[config.mk]
export PLATFORM = sky130hd
export DESIGN_NAME = muldiv_seq
export DESIGN_NICKNAME = d
export VERILOG_FILES = /design/src/rtl/muldiv_seq_pkg.sv /design/src/rtl/muldiv_seq_step.sv /design/src/rtl/muldiv_seq.sv
export SDC_FILE = /design/constraint.sdc
export NUM_CORES = 1
export LEC_CHECK = 0
export CAP_MARGIN = 20
export CORE_MARGIN = 2
export CORE_UTILIZATION = 60
export DETAILED_ROUTE_END_ITERATION = 10
export PLACE_DENSITY = 0.86
export SYNTH_ARGS = -nofsm -noshare
export SYNTH_HDL_FRONTEND = slang
export SYNTH_HIERARCHICAL = 1
export SYNTH_SLANG_ARGS = --single-unit
[constraint.sdc]
create_clock -name clk_i -period 6.31 [get_ports clk_i]
set_clock_uncertainty 0.2 [all_clocks]
set_input_delay 1.893 -clock clk_i [delete_from_list [all_inputs] [get_ports clk_i]]
set_output_delay 1.893 -clock clk_i [all_outputs]
set_load 0.05 [all_outputs]
[src/rtl/muldiv_seq_pkg.sv]
// Shared execute-stage types: functional-unit select, RV32M op encoding, mul/div FSM states.
package muldiv_seq_pkg;

    localparam int XLEN = 32;

    typedef enum logic [1:0] {
        EX_ALU,
        EX_BRANCH,
        EX_LSU,
        EX_MULDIV
    } ex_func_e;

    // Encoding matches RV32M funct3, so op[2] selects divide and op[1] selects remainder.
    typedef enum logic [2:0] {
        MD_MUL    = 3'd0,
        MD_MULH   = 3'd1,
        MD_MULHSU = 3'd2,
        MD_MULHU  = 3'd3,
        MD_DIV    = 3'd4,
        MD_DIVU   = 3'd5,
        MD_REM    = 3'd6,
        MD_REMU   = 3'd7
    } muldiv_op_e;

    typedef enum logic [1:0] {
        MD_IDLE,
        MD_BUSY,
        MD_DONE
    } muldiv_state_e;

    function automatic logic [XLEN-1:0] mag(input logic [XLEN-1:0] v, input logic neg);
        return neg ? -v : v;
    endfunction

endpackage

[src/rtl/muldiv_seq_step.sv]
// One radix-2 iteration: shift-add multiply (LSB first) or restoring shift-subtract divide.
module muldiv_step
    import muldiv_seq_pkg::*;
(
    input  logic            is_div,
    input  logic [XLEN-1:0] hi,
    input  logic [XLEN-1:0] lo,
    input  logic [XLEN-1:0] m,
    output logic [XLEN-1:0] hi_nxt,
    output logic [XLEN-1:0] lo_nxt
);

    logic [XLEN:0]   sum;
    logic [XLEN:0]   tmp;
    logic            ge;

    // Multiply: {hi,lo} holds partial product over the shrinking multiplier.
    assign sum = {1'b0, hi} + (lo[0] ? {1'b0, m} : '0);

    // Divide: hi is the partial remainder, lo shifts dividend out and quotient in.
    assign tmp = {hi, lo[XLEN-1]};
    assign ge  = tmp >= {1'b0, m};

    assign hi_nxt = is_div ? (ge ? (tmp[XLEN-1:0] - m) : tmp[XLEN-1:0]) : sum[XLEN:1];
    assign lo_nxt = is_div ? {lo[XLEN-2:0], ge} : {sum[0], lo[XLEN-1:1]};

endmodule

[src/rtl/muldiv_seq.sv]
// Iterative RV32M multiply/divide unit; define MULDIV_FAST_MUL_EN for single-cycle multiplies.
module muldiv_seq
    import muldiv_seq_pkg::*;
(
    input  logic            clk_i,
    input  logic            n_rst,
    input  logic            start_i,
    input  logic [2:0]      op_i,
    input  logic [XLEN-1:0] operand_a_i,
    input  logic [XLEN-1:0] operand_b_i,
    input  logic            flush_i,
    output logic            stall_o,
    output logic            valid_o,
    output logic [XLEN-1:0] result_o,
    output logic            busy_o
);

    muldiv_state_e   state;
    logic [4:0]      cnt;
    logic [2:0]      op_q;
    logic            neg_q;
    logic [XLEN-1:0] hi_q, lo_q, m_q;
    logic [XLEN-1:0] hi_nxt, lo_nxt;

    logic            is_div, is_rem, a_sgn, b_sgn, a_neg, b_neg, neg_res, div0, ovf;
    logic [XLEN-1:0] a_mag, b_mag, special_res, final_res, quo_s, rem_s;
    logic [63:0]     prod, prod_s;

    assign is_div  = op_i[2];
    assign is_rem  = op_i[1];
    assign a_sgn   = (op_i == MD_MULH) || (op_i == MD_MULHSU) || (op_i == MD_DIV) || (op_i == MD_REM);
    assign b_sgn   = (op_i == MD_MULH) || (op_i == MD_DIV) || (op_i == MD_REM);
    assign a_neg   = a_sgn & operand_a_i[XLEN-1];
    assign b_neg   = b_sgn & operand_b_i[XLEN-1];
    assign a_mag   = mag(operand_a_i, a_neg);
    assign b_mag   = mag(operand_b_i, b_neg);
    // Remainder takes the dividend's sign; everything else takes the product of signs.
    assign neg_res = (is_div && is_rem) ? a_neg : (a_neg ^ b_neg);

    assign div0 = is_div && (operand_b_i == '0);
    assign ovf  = is_div && b_sgn && (operand_a_i == 32'h8000_0000) && (operand_b_i == 32'hFFFF_FFFF);
    assign special_res = div0 ? (is_rem ? operand_a_i : 32'hFFFF_FFFF)
                              : (is_rem ? 32'h0 : 32'h8000_0000);

`ifdef MULDIV_FAST_MUL_EN
    logic signed [65:0] fprod;
    logic [XLEN-1:0]    fast_res;
    assign fprod    = $signed({a_sgn & operand_a_i[XLEN-1], operand_a_i})
                    * $signed({b_sgn & operand_b_i[XLEN-1], operand_b_i});
    assign fast_res = (op_i == MD_MUL) ? fprod[31:0] : fprod[63:32];
`endif

    muldiv_step u_step (
        .is_div (op_q[2]),
        .hi     (hi_q),
        .lo     (lo_q),
        .m      (m_q),
        .hi_nxt (hi_nxt),
        .lo_nxt (lo_nxt)
    );

    assign prod      = {hi_nxt, lo_nxt};
    assign prod_s    = neg_q ? -prod : prod;
    assign quo_s     = mag(lo_nxt, neg_q);
    assign rem_s     = mag(hi_nxt, neg_q);
    assign final_res = op_q[2] ? (op_q[1] ? rem_s : quo_s)
                               : ((op_q == MD_MUL) ? prod_s[31:0] : prod_s[63:32]);

    assign stall_o = n_rst && (((state == MD_IDLE) && start_i && !flush_i) || (state == MD_BUSY));
    assign valid_o = (state == MD_DONE);
    assign busy_o  = (state != MD_IDLE);

    always_ff @(posedge clk_i or negedge n_rst) begin
        if (!n_rst) begin
            state    <= MD_IDLE;
            cnt      <= '0;
            op_q     <= '0;
            neg_q    <= 1'b0;
            hi_q     <= '0;
            lo_q     <= '0;
            m_q      <= '0;
            result_o <= '0;
        end else if (flush_i) begin
            state <= MD_IDLE;
            cnt   <= '0;
        end else begin
            case (state)
                MD_IDLE: if (start_i) begin
                    op_q  <= op_i;
                    neg_q <= neg_res;
                    cnt   <= '0;
                    if (div0 || ovf) begin
                        result_o <= special_res;
                        state    <= MD_DONE;
                    end
`ifdef MULDIV_FAST_MUL_EN
                    else if (!is_div) begin
                        result_o <= fast_res;
                        state    <= MD_DONE;
                    end
`endif
                    else begin
                        hi_q  <= '0;
                        lo_q  <= is_div ? a_mag : b_mag;
                        m_q   <= is_div ? b_mag : a_mag;
                        state <= MD_BUSY;
                    end
                end
                MD_BUSY: begin
                    hi_q <= hi_nxt;
                    lo_q <= lo_nxt;
                    if (cnt == 5'd31) begin
                        cnt      <= '0;
                        result_o <= final_res;
                        state    <= MD_DONE;
                    end else begin
                        cnt <= cnt + 5'd1;
                    end
                end
                MD_DONE: state <= MD_IDLE;
                default: state <= MD_IDLE;
            endcase
        end
    end

endmodule
======== Word level (Yosys, flattened, before mapping) ========
Cells that the tools add are included.
word-level totals
  flip-flop bits (word level) ............. 139
  bits of input ports ..................... 71
  output and inout bits ................... 35
  word-level logic and storage cells ...... 102
cells by class
  add/sub/neg operators ................... 8
  $lt $le $gt $ge ......................... 1
  eq/ne operators ......................... 15
  multiplexer cells ....................... 37
  bitwise gates (word level) .............. 5
  reduce and logical (&&, ||, !) cells .... 28
operators with widths
  kind                                                                      number
  32-bit 2-to-1 mux                                                         23
  32-bit case mux with 2 select lines                                       3
  32-bit negation                                                           4
  32-bit == test (second input constant)                                    2
  64-bit 2-to-1 mux                                                         1
  64-bit negation                                                           1
  32-bit by 33-bit adder with 33-bit output                                 1
  33-bit by 32-bit greater-or-equal comparator with 1-bit output            1
  32-bit logical NOT                                                        1
  32-bit subtractor                                                         1
  5-bit 2-to-1 mux                                                          3
  5-bit case mux with 2 select lines                                        1
  1-bit logical AND                                                         8
  2-bit 2-to-1 mux                                                          4
  4-bit AND reduction                                                       2
  1-bit logical OR                                                          7
  3-bit == test (second input constant)                                     2
  5-bit by 1-bit adder with 5-bit output (second input constant)            1
  5-bit == test (second input constant)                                     1
  5-bit AND reduction                                                       1
  2-bit by 1-bit inequality test with 1-bit output (second input constant)  2
  2-bit inequality test (second input constant)                             2
  2-bit case mux with 2 select lines                                        1
  2-bit AND reduction                                                       2
  16 further kinds                                                          19

======== Depth between registers and ports, before layout ========
  depth after elaboration ................. 11
  depth in mapped cells ................... 22
  gate-level depth less buffers ........... 20

======== Cells and area by module ========
Netlist, hierarchy kept.
modules (own cells, without submodules)
  module       instances  cells each  area each (sq um)  seq. area each (sq um)
  muldiv_seq   1          1462        11444.7            3478.3
  muldiv_step  1          699         4804.6             0.0

======== Least setup slack after synthesis ========
No wires, ideal clock.
  path type ............................... register to register
  from .................................... reg hi_q[19]
  to ...................................... reg result_o[30]
  data arrival time ....................... 4778 ps
  required time ........................... 6046 ps
  slack ................................... 1267 ps
  stages on the path, launching flop included .. 20
  buffers on the path ..................... 2
  cell sequence ........................... dfrtp_1 -> ha_1 -> and2_2 -> a211oi_2 -> nor3_1 -> a2111oi_4 -> o41a_2 -> a21o_4 -> nand2_4 -> buf_4 -> a31oi_1 -> a21oi_1 -> clkbuf_1 -> nor4_2 -> nand4_1 -> or4_1 -> mux2i_1 -> a22o_1 -> a2111oi_0 -> a21o_1
between the ends
  cells in the longest elaborated chain, start to end .. 9
RTL lines
  item                                                                line                                    source
  start, declared                                                     muldiv_seq.sv:22                        logic [XLEN-1:0] hi_q, lo_q, m_q;
  start signal, assigned                                              muldiv_seq.sv:110                       hi_q <= hi_nxt;
  33-bit by 32-bit greater-or-equal comparator with 1-bit output (*)  muldiv_seq_step.sv:22                   assign ge = tmp >= {1'b0, m};
  32-bit 2-to-1 mux (*) (2 in series)                                 muldiv_seq_step.sv:24                   assign hi_nxt = is_div ? (ge ? (tmp[XLEN-1:0] - m) : tmp[XLEN-1:0]) : sum[XLEN:1];
  named net hi_nxt[12]                                                muldiv_seq.sv:23                        logic [XLEN-1:0] hi_nxt, lo_nxt;
  64-bit negation or 32-bit negation (tied branches)                  muldiv_seq.sv:63, muldiv_seq_pkg.sv:32
  64-bit 2-to-1 mux or 32-bit 2-to-1 mux (tied branches)              muldiv_seq.sv:63, muldiv_seq_pkg.sv:32
  32-bit 2-to-1 mux, on equally long branches                         muldiv_seq.sv:67, muldiv_seq.sv:66
  32-bit 2-to-1 mux (*)                                               muldiv_seq.sv:66                        assign final_res = op_q[2] ? (op_q[1] ? rem_s : quo_s)
  32-bit 2-to-1 mux (*)                                               muldiv_seq.sv:112                       if (cnt == 5'd31) begin
  32-bit case mux with 2 select lines (*)                             muldiv_seq.sv:87                        case (state)
  end signal, assigned                                                muldiv_seq.sv:93                        result_o <= special_res;
  end signal, assigned                                                muldiv_seq.sv:114                       result_o <= final_res;
  end, declared                                                       muldiv_seq.sv:14                        output logic [XLEN-1:0] result_o,
Mark *: on every way through the listed nets, which the timed path passes. The rest lies on a longest branch. The select of a mux whose other input is x is not followed.
A chain may end at the register's enable or synchronous reset.

======== Worst setup path in the final report ========
  from .................................... reg lo_q[0]
  to ...................................... reg result_o[29]
between the ends
  cells in the longest elaborated chain, start to end .. 9
RTL lines
  item                                                    line                                    source
  start, declared                                         muldiv_seq.sv:22
  start signal, assigned                                  muldiv_seq.sv:104                       lo_q <= is_div ? a_mag : b_mag;
  start signal, assigned                                  muldiv_seq.sv:111                       lo_q <= lo_nxt;
  32-bit 2-to-1 mux (*)                                   muldiv_seq_step.sv:18                   assign sum = {1'b0, hi} + (lo[0] ? {1'b0, m} : '0);
  32-bit by 33-bit adder with 33-bit output (*)           muldiv_seq_step.sv:18
  32-bit 2-to-1 mux (*)                                   muldiv_seq_step.sv:24
  named net hi_nxt[19]                                    muldiv_seq.sv:23
  64-bit negation or 32-bit negation (tied branches)      muldiv_seq.sv:63, muldiv_seq_pkg.sv:32
  64-bit 2-to-1 mux or 32-bit 2-to-1 mux (tied branches)  muldiv_seq.sv:63, muldiv_seq_pkg.sv:32
  32-bit 2-to-1 mux, on equally long branches             muldiv_seq.sv:67, muldiv_seq.sv:66
  32-bit 2-to-1 mux (*)                                   muldiv_seq.sv:66
  32-bit 2-to-1 mux (*)                                   muldiv_seq.sv:112
  32-bit case mux with 2 select lines (*)                 muldiv_seq.sv:87
Marks and branches as above.

==> summary.md <==
| Metric | Value |
|---|---|
| Met2 usage | `0.752` |
| WL final | `69.3 mm` |
| Drt drc | `0` |
| Synthesized-area fraction occupied by xor and xnor cells | `0.0819` |
| Global-route wire length before repair | `105 mm` |
| Maximum clock rate | `162 MHz` |
| Critical path startpoint | `lo_q[0]` |
| Simple-Gate Fraction of Synth Area | `0.252` |
| Worst setup path endpoint | `result_o[29]` |
| Initial antenna violation count | `5` |
| Initial Util | `0.606` |
| Hold depth | `1` |
| Final Hold Fails | `0` |
| Hold crit path type | `reg -> reg` |
| CTS Root Cell | `clkbuf_16` |
| Multi-input gate area | `0.0119 mm^2` |
| R2r worst-path depth | `19` |
| HP Start | `cnt[3]` |
| GR Layer Usage met1 | `0.592` |
| RR Startpoint | `lo_q[0]` |
| Share of the synthesized area in the top cell type | `0.214` |
| GP Congestion | `1.07` |
| Largest family of logic cells by synthesized area | `compound AO/OA/AOI/OAI gates` |
| Max-slew violations | `0` |
| Grt met3 use | `0.125` |
| CTS Buf Count | `17` |
| DR vias/cell | `7.22` |
| Util after Layout | `0.687` |
| Die Ht | `169 um` |
| RSZ-0062 raised after global routing | `false` |
| Detailed placer's ending HPWL | `52.3 mm` |
| Ys async rst share | `1.00` |
| Port bufs | `about 110` |
| Crit path time final | `6.17 ns` |
| Mapped Area | `0.0162 mm^2` |
| Synth top area cells | `dfrtp_1, ha_1, xnor2_1, a21oi_1, nand2_1` |
| Final Net Count | `about 2400` |
| I/O Pins | `106` |
| Cts hold-fix bufs | `0` |
| Sequential fraction of the synthesis area | `0.214` |
| Post-Syn Instances | `2161` |
| Library cells used by synthesis | `97` |
| Compound-gate portion of the synthesized area | `0.255` |
| Critical path fanouts, max | `13` |
| Final period utilization | `0.977` |
| DP Area | `0.0178 mm^2` |
| Clk sinks | `139` |
| Slew headroom | `0.274` |
| Iter 0 DRT Violations | `~2900` |
| Synth area leader | `dfrtp_1` |
| Vias | `about 19000` |
| GR peak layer | `met2` |
| CTS tree | `yes` |
| Syn Nets | `2305` |
| Critical path class | `reg -> reg` |
| Fillers | `2218` |
| Vias in the first global route | `17500` |
| Critical Path Sink Type | `flip-flop` |
| GR Overflow Total | `0` |
| Final instance area | `roughly 0.018 mm^2` |
| Final ANT Viol Nets | `0` |
| Run status | `completed` |
| Row cnt | `60` |
| Worst Path Required | `6.43 ns` |
| Worst-Margin Slew | `1.09 ns` |
| Latest clock arrival within the worst-skew pair | `0.44 ns` |
| Clk buf depth | `2` |
| GRT Total Usage | `0.483` |
| Ys Warns | `6` |
| Post-synth EDFFs | `0` |
| Avg Synthesized Cell Area | `7.52 um^2` |
| Core area | `about 0.027 mm^2` |
| Reg2reg end | `result_o[29]` |
| Main flop type after synthesis | `dfrtp_1` |
| Die width | `about 170 um` |
| Router iterations before antenna repair | `8` |
| Max_cap viols | `0` |
| Critical Path Start Type | `flip-flop` |
| Largest net degree at the start of global routing | `105` |
| Clock transition at the registers of the reported paths | `0.08 ns` |
| Area grow syn2layout | `13.4%` |
| Total design power | `5.76 mW` |
| Ratio of cells with drive above 1 in the final layout | `0.115` |
| Clock H-tree levels | `4` |
| Commonest cells in the netlist | `nand2_1, nor2_1, a21oi_1` |
| TNS Setup | `0 ns` |
| Post-synthesis register bit count | `139` |
| Power density over the cells | `313 mW/mm^2` |
| Seq. cell area | `0.00348 mm^2` |
| Synth Area in Adders | `0.0571` |
| CP Data Arrival Time | `6.28 ns` |
| FF-to-FF setup slack | `0.14 ns` |
| Top-count cell post-synth | `nand2_1` |
| Wirelength per Cell | `26.9 um` |
| Final setup violation count | `0` |
| Peak VDD IR | `0.177 mV` |
| Mux cell area share after synthesis | `0.0809` |
| Leakage | `between 7 and 8 nW` |
| Area of the die | `0.0284 mm^2` |
power by group:
group,switching (mW),internal (mW),total [mW]
Combinational,2.28,1.21,3.49
Clock,0.494,0.572,1.07
Sequential,0.181,1.03,1.21
Total,2.95,2.81,5.76
flip-flops by register name, indices dropped and copies added (netlist names):
signal,count
cnt,5
m_q,32
state,2
neg_q,1
op_q,3
result_o,32
lo_q,32
hi_q,32
cell families (layout without fill, tap and decap cells):
kind of cell	count (synthesis)	after routing
AO/OA/AOI/OAI	630	630
XOR/XNOR	152	152
adder cells (fa/ha/maj)	73	73
buffers and inverters	238	307
flip-flops	139	139
multiplexers	122	122
other	0	3
AND/OR/NAND/NOR	807	807
cell usage in the layout (no fill, tap or decap), types with 11 or more instances in the layout:
cell / count
mux2_2: 65
nand2_1: 220
o22ai_1: 17
clkbuf_16: 17
ha_1: 71
o21a_1: 15
o21ai_0: 140
clkdlybuf4s50_1: 102
nand4_1: 40
or4_1: 18
nor2b_1: 15
nor4_1: 32
o31ai_1: 27
a41oi_1: 11
a211oi_1: 17
a31oi_1: 52
a211o_1: 11
buf_4: 86
dfrtp_1: 137
a21oi_1: 164
or3_1: 22
a21o_1: 32
nand3_1: 101
mux2i_1: 56
o211ai_1: 30
xnor2_1: 96
inv_1: 79
and2_1: 37
nor3_1: 57
nand2b_1: 15
nor2_1: 172
xor2_1: 56
and3_1: 13
worst min path at each step:
stage	to	slack (ns)
floorplan	cnt[3]	0.25
global placement	cnt[3]	0.27
detailed placement	cnt[3]	0.29
CTS	cnt[3]	0.31
global route	cnt[3]	0.31
finish	cnt[3]	0.32
through the flow:
step / setup WS (ns) / std cells / hold WS [ns]
finish: 0.145 / 2574 / 0.316
global route: 0.0221 / 2571 / 0.310
CTS: 0.309 / 2570 / 0.305
detailed placement: 0.303 / 2538 / 0.290
global placement: 0.398 / 2537 / 0.272
floorplan: 1.27 / 2161 / 0.251
layer usage:
layer | up-vias | share of wire
li1 | 8043 | -
met1 | 8643 | 0.36
met2 | 1498 | 0.43
met3 | 400 | 0.12
met4 | 2 | 0.085
met5 | - | 0.00020
critical path, stage by stage, from the launching register on:
cell and delay (ns):
dfrtp_1 0.55, and2_1 0.23, ha_1 0.22, fa_1 0.46, a21oi_1 0.29, o211a_1 0.27
nor3_2 0.10, o21ai_0 0.27, a41oi_1 0.25, a311oi_1 0.40, xnor2_1 0.11, nor2_1 0.13
a21oi_1 0.22, or4_4 0.69, or4_4 0.43, or2_0 0.23, a2111oi_0 0.43, o21ai_0 0.19
o211ai_1 0.23, o21ai_0 0.14
area by class of cell:
type                            instances  share of cell area
Sequential cell                       139               0.189
Inverter                               82              0.0167
Tap cell                              341              0.0232
Clock buffer                           18              0.0238
Clock inverter                         14             0.00822
Timing Repair Buffer                  193              0.0942
Multi-Input combinational cell       1784               0.644
Antenna cell                            3            0.000407
repair_timing:
| item | 4_1_cts | 5_1_grt |
|---|---|---|
| gates resized for setup | 0 | 6 |
| setup buffers | 0 | 0 |
| endpoints found under the setup margin | 0 | 4 |
No activity file was read; power rests on OpenSTA's default activity.
